<file path="src/rtl/riscv_mem_arbiter.sv">
// riscv_mem_arbiter
// Shares one memory bus between the instruction-fetch port and the data port
// of a RISC-V core. A single request is in flight at a time. The bus command
// and the requester acks are registered. A wait counter aborts a transaction
// that the bus never acknowledges.
module riscv_mem_arbiter #(
    parameter int ADDR_WIDTH     = 32,
    parameter int DATA_WIDTH     = 32,
    parameter int TIMEOUT_CYCLES = 16
) (
    input  logic                  clk,
    input  logic                  reset_n,
    input  logic [ADDR_WIDTH-1:0] imem_address,
    input  logic                  imem_read_req,
    output logic [DATA_WIDTH-1:0] imem_data_out,
    output logic                  imem_ack,
    input  logic [ADDR_WIDTH-1:0] dmem_address,
    input  logic [DATA_WIDTH-1:0] dmem_data_in,
    input  logic [1:0]            dmem_data_size,
    input  logic                  dmem_read_req,
    input  logic                  dmem_write_req,
    output logic [DATA_WIDTH-1:0] dmem_data_out,
    output logic                  dmem_ack,
    output logic [ADDR_WIDTH-1:0] bus_address,
    output logic [DATA_WIDTH-1:0] bus_data_out,
    output logic [1:0]            bus_data_size,
    output logic                  bus_read_req,
    output logic                  bus_write_req,
    input  logic [DATA_WIDTH-1:0] bus_data_in,
    input  logic                  bus_ack,
    output logic                  bus_error
);

    // A timeout of zero still needs a one-bit counter; it then saturates.
    localparam int CW = (TIMEOUT_CYCLES > 0) ? $clog2(TIMEOUT_CYCLES + 1) : 1;
    // Count value seen in the last busy cycle allowed before the abort.
    localparam logic [CW-1:0] LAST_WAIT = CW'((TIMEOUT_CYCLES > 0) ? TIMEOUT_CYCLES - 1 : 0);
    localparam logic [CW-1:0] ONE       = CW'(1);

    typedef enum logic [1:0] {
        S_IDLE = 2'd0,
        S_DMEM = 2'd1,
        S_IMEM = 2'd2
    } state_t;

    state_t                r_state;
    logic                  r_last_dmem;
    logic [CW-1:0]         r_count;
    logic [ADDR_WIDTH-1:0] r_bus_address;
    logic [DATA_WIDTH-1:0] r_bus_data_out;
    logic [1:0]            r_bus_data_size;
    logic                  r_bus_read_req;
    logic                  r_bus_write_req;
    logic                  r_bus_error;
    logic                  r_imem_ack;
    logic                  r_dmem_ack;
    logic [DATA_WIDTH-1:0] r_imem_data;
    logic [DATA_WIDTH-1:0] r_dmem_data;

    logic w_imem_eligible;
    logic w_dmem_eligible;
    logic w_grant_dmem;
    logic w_grant_imem;
    logic w_timeout;

    // A requester whose ack is high this cycle is still holding its old
    // request. It must not be granted a second time.
    assign w_imem_eligible = imem_read_req && !r_imem_ack;
    assign w_dmem_eligible = (dmem_read_req || dmem_write_req) && !r_dmem_ack;
    // On a tie, grant the side that was not served last.
    assign w_grant_dmem    = w_dmem_eligible && (!w_imem_eligible || !r_last_dmem);
    assign w_grant_imem    = w_imem_eligible && !w_grant_dmem;
    assign w_timeout       = (TIMEOUT_CYCLES > 0) && (r_count == LAST_WAIT);

    // Arbitration FSM: grant, hold the bus command, then complete or abort.
    always_ff @(posedge clk or negedge reset_n) begin
        if (!reset_n) begin
            r_state         <= S_IDLE;
            r_last_dmem     <= 1'b0;
            r_count         <= '0;
            r_bus_address   <= '0;
            r_bus_data_out  <= '0;
            r_bus_data_size <= '0;
            r_bus_read_req  <= 1'b0;
            r_bus_write_req <= 1'b0;
            r_bus_error     <= 1'b0;
            r_imem_ack      <= 1'b0;
            r_dmem_ack      <= 1'b0;
            r_imem_data     <= '0;
            r_dmem_data     <= '0;
        end else begin
            r_imem_ack  <= 1'b0;
            r_dmem_ack  <= 1'b0;
            r_bus_error <= 1'b0;
            case (r_state)
                S_IDLE: begin
                    if (w_grant_dmem) begin
                        r_state         <= S_DMEM;
                        r_last_dmem     <= 1'b1;
                        r_count         <= '0;
                        r_bus_address   <= dmem_address;
                        r_bus_data_size <= dmem_data_size;
                        r_bus_write_req <= dmem_write_req;
                        r_bus_read_req  <= !dmem_write_req;
                        r_bus_data_out  <= dmem_write_req ? dmem_data_in : '0;
                    end else if (w_grant_imem) begin
                        r_state         <= S_IMEM;
                        r_last_dmem     <= 1'b0;
                        r_count         <= '0;
                        r_bus_address   <= imem_address;
                        r_bus_data_size <= 2'b00;
                        r_bus_write_req <= 1'b0;
                        r_bus_read_req  <= 1'b1;
                        r_bus_data_out  <= '0;
                    end
                end
                S_DMEM, S_IMEM: begin
                    if (bus_ack) begin
                        r_state         <= S_IDLE;
                        r_bus_read_req  <= 1'b0;
                        r_bus_write_req <= 1'b0;
                        if (r_state == S_IMEM) begin
                            r_imem_ack  <= 1'b1;
                            r_imem_data <= bus_data_in;
                        end else begin
                            r_dmem_ack  <= 1'b1;
                            r_dmem_data <= r_bus_write_req ? '0 : bus_data_in;
                        end
                    end else if (w_timeout) begin
                        r_state         <= S_IDLE;
                        r_bus_read_req  <= 1'b0;
                        r_bus_write_req <= 1'b0;
                        r_bus_error     <= 1'b1;
                        if (r_state == S_IMEM) begin
                            r_imem_ack  <= 1'b1;
                            r_imem_data <= '0;
                        end else begin
                            r_dmem_ack  <= 1'b1;
                            r_dmem_data <= '0;
                        end
                    end else if (r_count != '1) begin
                        r_count <= r_count + ONE;
                    end
                end
                default: begin
                    r_state <= S_IDLE;
                end
            endcase
        end
    end

    assign bus_address   = r_bus_address;
    assign bus_data_out  = r_bus_data_out;
    assign bus_data_size = r_bus_data_size;
    assign bus_read_req  = r_bus_read_req;
    assign bus_write_req = r_bus_write_req;
    assign bus_error     = r_bus_error;
    assign imem_ack      = r_imem_ack;
    assign dmem_ack      = r_dmem_ack;
    assign imem_data_out = r_imem_data;
    assign dmem_data_out = r_dmem_data;

endmodule

</file>
<file path="config.mk">
export PLATFORM = sky130hd
export DESIGN_NAME = riscv_mem_arbiter
export DESIGN_NICKNAME = d
export VERILOG_FILES = /design/src/rtl/riscv_mem_arbiter.sv
export SDC_FILE = /design/constraint.sdc
export NUM_CORES = 1
export LEC_CHECK = 0
export CORE_MARGIN = 2
export CORE_UTILIZATION = 43
export CTS_BUF_LIST = sky130_fd_sc_hd__clkbuf_8
export DETAILED_ROUTE_END_ITERATION = 16
export PLACE_DENSITY = 0.82
export SLEW_MARGIN = 30
export SYNTH_ARGS = -nofsm -noshare
export SYNTH_HDL_FRONTEND = slang
export SYNTH_SLANG_ARGS = --single-unit
</file>
<file path="constraint.sdc">
create_clock -name clk -period 2.9 [get_ports clk]
set_input_delay 0.58 -clock clk [delete_from_list [all_inputs] [get_ports clk]]
set_output_delay 0.58 -clock clk [all_outputs]
set_load 0.02 [all_outputs]
</file>
==> flow_summary.html <==
<table>
<tr><th>Metric</th><th>Value</th></tr>
<tr><th colspan="2">Status</th></tr>
<tr><td>Result of the run</td><td>finished, final reports clean</td></tr>
<tr><th colspan="2">Worst setup path</th></tr>
<tr><td>Start-to-end type of the worst setup path</td><td>reg -&gt; reg</td></tr>
<tr><td>Worst-path cell chain</td><td>ha_1 &gt; and3_1 &gt; ha_1 &gt; or4b_4 &gt; a32oi_4 &gt; mux2i_1 &gt; nand2_1</td></tr>
<tr><td>Critical path fanouts, max</td><td>7</td></tr>
<tr><td>Type of origin of the critical path</td><td>flop</td></tr>
<tr><td>Launching instance or port of the critical path</td><td>r_count[0]</td></tr>
<tr><td>Arrival time of data at the critical path endpoint</td><td>~2.7 ns</td></tr>
<tr><td>Required time worst endpoint</td><td>between 3 and 4 ns</td></tr>
<tr><td>Largest stage delay on the critical path</td><td>a little under 0.6 ns</td></tr>
<tr><td>Most frequent cell on the critical path</td><td>sky130_fd_sc_hd__ha_1</td></tr>
<tr><td>Cell with the largest stage delay on the worst path</td><td>sky130_fd_sc_hd__or4b_4</td></tr>
<tr><td>Crit end category</td><td>flop</td></tr>
<tr><td>Start of the worst register-to-register path</td><td>r_count[0]</td></tr>
<tr><th colspan="2">Clock tree</th></tr>
<tr><td>Latest clock arrival within the worst-skew pair</td><td>0.44 ns</td></tr>
<tr><td>CTS hold repair buffers</td><td>0</td></tr>
<tr><td>CTS tree</td><td>yes</td></tr>
<tr><td>Number of buffers created by CTS</td><td>17</td></tr>
<tr><td>Resized cells post-CTS</td><td>0</td></tr>
<tr><td>Clock sinks</td><td>143</td></tr>
<tr><td>CTS Root Buffer Type</td><td>sky130_fd_sc_hd__clkbuf_8</td></tr>
<tr><td>Post CTS Setup Buffer Count</td><td>0</td></tr>
<tr><td>Number of H-tree levels</td><td>4</td></tr>
<tr><td>Clock Path Buffers</td><td>2</td></tr>
<tr><td>CTS clk-pin slew, worst paths</td><td>around 0.07 ns</td></tr>
<tr><th colspan="2">Cells and area</th></tr>
<tr><td>Area growth syn-to-layout</td><td>54.4%</td></tr>
<tr><td>Number of nets at the end of the flow</td><td>slightly above 1000</td></tr>
<tr><td>Diodes inserted</td><td>0</td></tr>
<tr><td>Fraction of the core area covered by cells at the end of the flow</td><td>67.6%</td></tr>
<tr><td>Post-route standard cell area excluding fillers</td><td>between 9000 and 10000 um^2</td></tr>
<tr><td>Share of cells above drive strength 1</td><td>5.82%</td></tr>
<tr><th colspan="2">Floorplan</th></tr>
<tr><td>Vertical extent of the die</td><td>~120 um</td></tr>
<tr><td>Rows</td><td>43</td></tr>
<tr><td>Die Footprint</td><td>approximately 15000 um^2</td></tr>
<tr><td>Area of the core region</td><td>about 14000 um^2</td></tr>
<tr><td>Top-Level Pins</td><td>approximately 270</td></tr>
<tr><td>Starting density of the core</td><td>43.8%</td></tr>
<tr><td>Horizontal die dimension</td><td>123 um</td></tr>
<tr><th colspan="2">Timing</th></tr>
<tr><td>Tcrit/Tclk final</td><td>80.7%</td></tr>
<tr><td>Setup repair after global routing missed its margin</td><td>no</td></tr>
<tr><td>Final Hold Fails</td><td>0</td></tr>
<tr><td>Shortest period the worst path allows</td><td>between 2 and 2.5 ns</td></tr>
<tr><td>Final-layout setup total negative slack</td><td>0 ns</td></tr>
<tr><td>Number of slew-limit violations in the final report</td><td>0</td></tr>
<tr><td>Setup-failing EPs final</td><td>0</td></tr>
<tr><td>Max Clk Rate</td><td>roughly 0.43 GHz</td></tr>
<tr><td>Worst Max-Slew Pin Slew</td><td>0.677 ns</td></tr>
<tr><td>Worst slew margin relative to its limit</td><td>54.9%</td></tr>
<tr><td>Worst setup skew after layout</td><td>0.0112 ns</td></tr>
<tr><th colspan="2">Detailed routing</th></tr>
<tr><td>Vias/cell</td><td>between 5 and 6</td></tr>
<tr><td>Violation count after the first detailed-routing iteration</td><td>329</td></tr>
<tr><td>Drt wl/cell</td><td>about 17 um</td></tr>
<tr><td>Number of DRC violations after detailed routing</td><td>0</td></tr>
<tr><td>Number of iterations in the first detailed-routing pass</td><td>5</td></tr>
<tr><td>Count of nets left with antenna violations after detail routing</td><td>0</td></tr>
<tr><td>Via count</td><td>approximately 5300</td></tr>
<tr><td>Total wirelength of the detailed-routed design</td><td>about 17000 um</td></tr>
<tr><th colspan="2">Power and ir drop</th></tr>
<tr><td>Static Leakage</td><td>between 4 and 5 nW</td></tr>
<tr><td>Power density relative to cell area</td><td>between 1000 and 1500 nW/um^2</td></tr>
<tr><td>Highest ir drop seen on vdd</td><td>0.633 mV</td></tr>
<tr><td>Power, Total</td><td>approximately 9.9 mW</td></tr>
<tr><th colspan="2">Yosys</th></tr>
<tr><td>Gate Count Post-Synth</td><td>607</td></tr>
<tr><td>Synth Area per Inst</td><td>approximately 10 um^2</td></tr>
<tr><td>Number of synthesized register bits</td><td>roughly 140</td></tr>
<tr><td>Sequential element share of the synthesized area</td><td>59.1%</td></tr>
<tr><td>Synth warnings</td><td>0</td></tr>
<tr><td>Net count of the mapped netlist</td><td>approximately 750</td></tr>
<tr><td>Count of distinct cell types in the synthesized netlist</td><td>32</td></tr>
<tr><td>Post-synth design cell area</td><td>6050 um^2</td></tr>
<tr><th colspan="2">Min path</th></tr>
<tr><td>Type of the worst min-delay path</td><td>in -&gt; async</td></tr>
<tr><th colspan="2">Flow run</th></tr>
<tr><td>Max_cap viols</td><td>0</td></tr>
<tr><th colspan="2">Placed design</th></tr>
<tr><td>HPWL reported at the end of detailed placement</td><td>12700 um</td></tr>
<tr><td>Post-DP Area</td><td>between 8000 and 9000 um^2</td></tr>
<tr><td>Quantity of I/O buffers inserted on ports</td><td>270</td></tr>
<tr><td>Global placer's final weighted congestion</td><td>0.861</td></tr>
<tr><th colspan="2">Global routing</th></tr>
<tr><td>Via count of the first global-routing pass</td><td>5213</td></tr>
<tr><td>Antenna violations before repair</td><td>0</td></tr>
<tr><td>Global-route wire length before repair</td><td>between 20000 and 30000 um</td></tr>
<tr><td>Global-route congestion overflow total</td><td>0</td></tr>
<tr><td>GR Util All Layers</td><td>23.9%</td></tr>
<tr><td>Largest net degree at the start of global routing</td><td>132</td></tr>
</table>
==> per-layer routing <==
metal | share of wire (%) | global-route usage, % | routed length (um) | vias up
met5 | 0 | 0 | 0 | -
met4 | 3.0 | 10.5 | 522 | 0
met3 | 5.8 | 5.53 | 1010 | 35
met2 | 52 | 40.2 | 8990 | 202
met1 | 40 | 29.4 | 6920 | 2544
li1 | - | - | - | 2566
==> cell usage in the layout, fill, tap and decap left out, types with 2 or more instances in the layout <==
cell	n
sky130_fd_sc_hd__a32o_1	2
sky130_fd_sc_hd__buf_12	2
sky130_fd_sc_hd__buf_4	11
sky130_fd_sc_hd__bufinv_16	4
sky130_fd_sc_hd__clkbuf_8	17
sky130_fd_sc_hd__clkdlybuf4s50_1	269
sky130_fd_sc_hd__clkinv_2	5
sky130_fd_sc_hd__clkinvlp_4	2
sky130_fd_sc_hd__dfrtp_1	143
sky130_fd_sc_hd__ha_1	5
sky130_fd_sc_hd__inv_1	45
sky130_fd_sc_hd__mux2i_1	33
sky130_fd_sc_hd__nand2_1	168
sky130_fd_sc_hd__nand2b_1	3
sky130_fd_sc_hd__nand3_1	5
sky130_fd_sc_hd__nor2_1	2
sky130_fd_sc_hd__nor2b_1	2
sky130_fd_sc_hd__o211ai_1	2
sky130_fd_sc_hd__o21ai_0	75
sky130_fd_sc_hd__o31ai_1	65
==> metrics by stage <==
step	setup WS (ns)	instances	hold WS (ns)
final	0.559	1057	0.147
after global routing	0.438	1057	0.182
after CTS	0.563	1057	0.158
after detailed placement	0.252	1026	0.465
after global placement	0.350	1026	0.458
after floorplan	0.772	607	0.284
==> cell type report <==
cell class,instances,area [um^2]
Fill cell,1086,4480
Timing Repair Buffer,283,2830
Tap cell,180,225
Sequential cell,143,3580
Clock inverter,14,176
Multi-Input combinational cell,377,2150
Clock buffer,17,234
Inverter,43,161
==> cell usage after synthesis <==
master / number / area share, %
sky130_fd_sc_hd__a41o_1: 1 / 0.17
sky130_fd_sc_hd__clkbuf_1: 28 / 1.7
sky130_fd_sc_hd__inv_1: 43 / 2.7
sky130_fd_sc_hd__and3b_1: 1 / 0.14
sky130_fd_sc_hd__a31oi_1: 1 / 0.10
sky130_fd_sc_hd__buf_1: 2 / 0.12
sky130_fd_sc_hd__o31ai_1: 65 / 8.1
sky130_fd_sc_hd__ha_1: 5 / 1.0
sky130_fd_sc_hd__a21oi_1: 1 / 0.083
sky130_fd_sc_hd__or2_2: 1 / 0.10
sky130_fd_sc_hd__dfrtp_1: 143 / 59
sky130_fd_sc_hd__nor3b_1: 1 / 0.12
sky130_fd_sc_hd__or4b_4: 1 / 0.23
sky130_fd_sc_hd__a32o_1: 2 / 0.33
sky130_fd_sc_hd__buf_2: 11 / 0.91
sky130_fd_sc_hd__nand2_1: 168 / 10
sky130_fd_sc_hd__a32oi_4: 1 / 0.45
sky130_fd_sc_hd__o21bai_1: 1 / 0.12
sky130_fd_sc_hd__o21ai_0: 75 / 6.2
sky130_fd_sc_hd__nand3b_1: 1 / 0.12
sky130_fd_sc_hd__nor2b_1: 2 / 0.21
sky130_fd_sc_hd__nand2b_1: 3 / 0.31
sky130_fd_sc_hd__o21ba_2: 1 / 0.17
sky130_fd_sc_hd__nand3_1: 5 / 0.41
sky130_fd_sc_hd__or3b_2: 1 / 0.14
sky130_fd_sc_hd__o211ai_1: 2 / 0.25
sky130_fd_sc_hd__nor2_1: 2 / 0.12
sky130_fd_sc_hd__o21ai_1: 2 / 0.17
sky130_fd_sc_hd__and3_1: 1 / 0.10
sky130_fd_sc_hd__buf_6: 1 / 0.19
sky130_fd_sc_hd__mux2i_1: 33 / 5.5
sky130_fd_sc_hd__buf_4: 2 / 0.25
==> worst max-delay path: cells and delay by family (launching register included) <==
kind / cells / cell delay (ns)
adder cells (fa/ha/maj): 2 / 0.46
AND/OR/NAND/NOR: 3 / 0.83
multiplexers: 1 / 0.23
AO/OA/AOI/OAI: 1 / 0.32
flip-flops: 1 / 0.41
==> path summary, 6_finish.rpt <==
| kind | to | slack, ns | depth (start not counted) |
|---|---|---|---|
| min reg2reg | dmem_data_out[6] | 0.48 | 2 |
| max in group asynchronous | imem_data_out[24] | 2.03 | 2 |
| max reg2reg | r_count[3] | 0.56 | 7 |
| min | bus_address[18] | 0.15 | 1 |
| min in group clk | dmem_data_out[6] | 0.48 | 2 |
| max | r_count[3] | 0.56 | 7 |
==> state kept, by name, indices dropped and copies added, names as in the netlist <==
signal         cells
imem_ack           1
dmem_data_out     32
r_count            5
bus_data_out      32
bus_write_req      1
imem_data_out     32
bus_error          1
bus_read_req       1
r_state            2
bus_address       32
r_last_dmem        1
dmem_ack           1
bus_data_size      2
==> cells by family (layout without fill, tap and decap cells) <==
group | Yosys count | count (layout) | share of synthesized area, %
muxes | 33 | 33 | 5.46
adders and majority gates | 5 | 5 | 1.03
and+or+nand+nor | 187 | 187 | 12.4
buffers and inverters | 87 | 357 | 5.87
AOI/OAI and AO/OA | 152 | 152 | 16.1
DFF | 143 | 143 | 59.1
==> where the power goes <==
group          switching [mW]  internal, mW  leakage [nW]
registers               0.475          2.84          1.86
logic                    2.77          2.19          2.13
clock network           0.730         0.918         0.213
total                    3.98          5.95          4.20
Note: power is estimated with default switching activity, not from simulation.
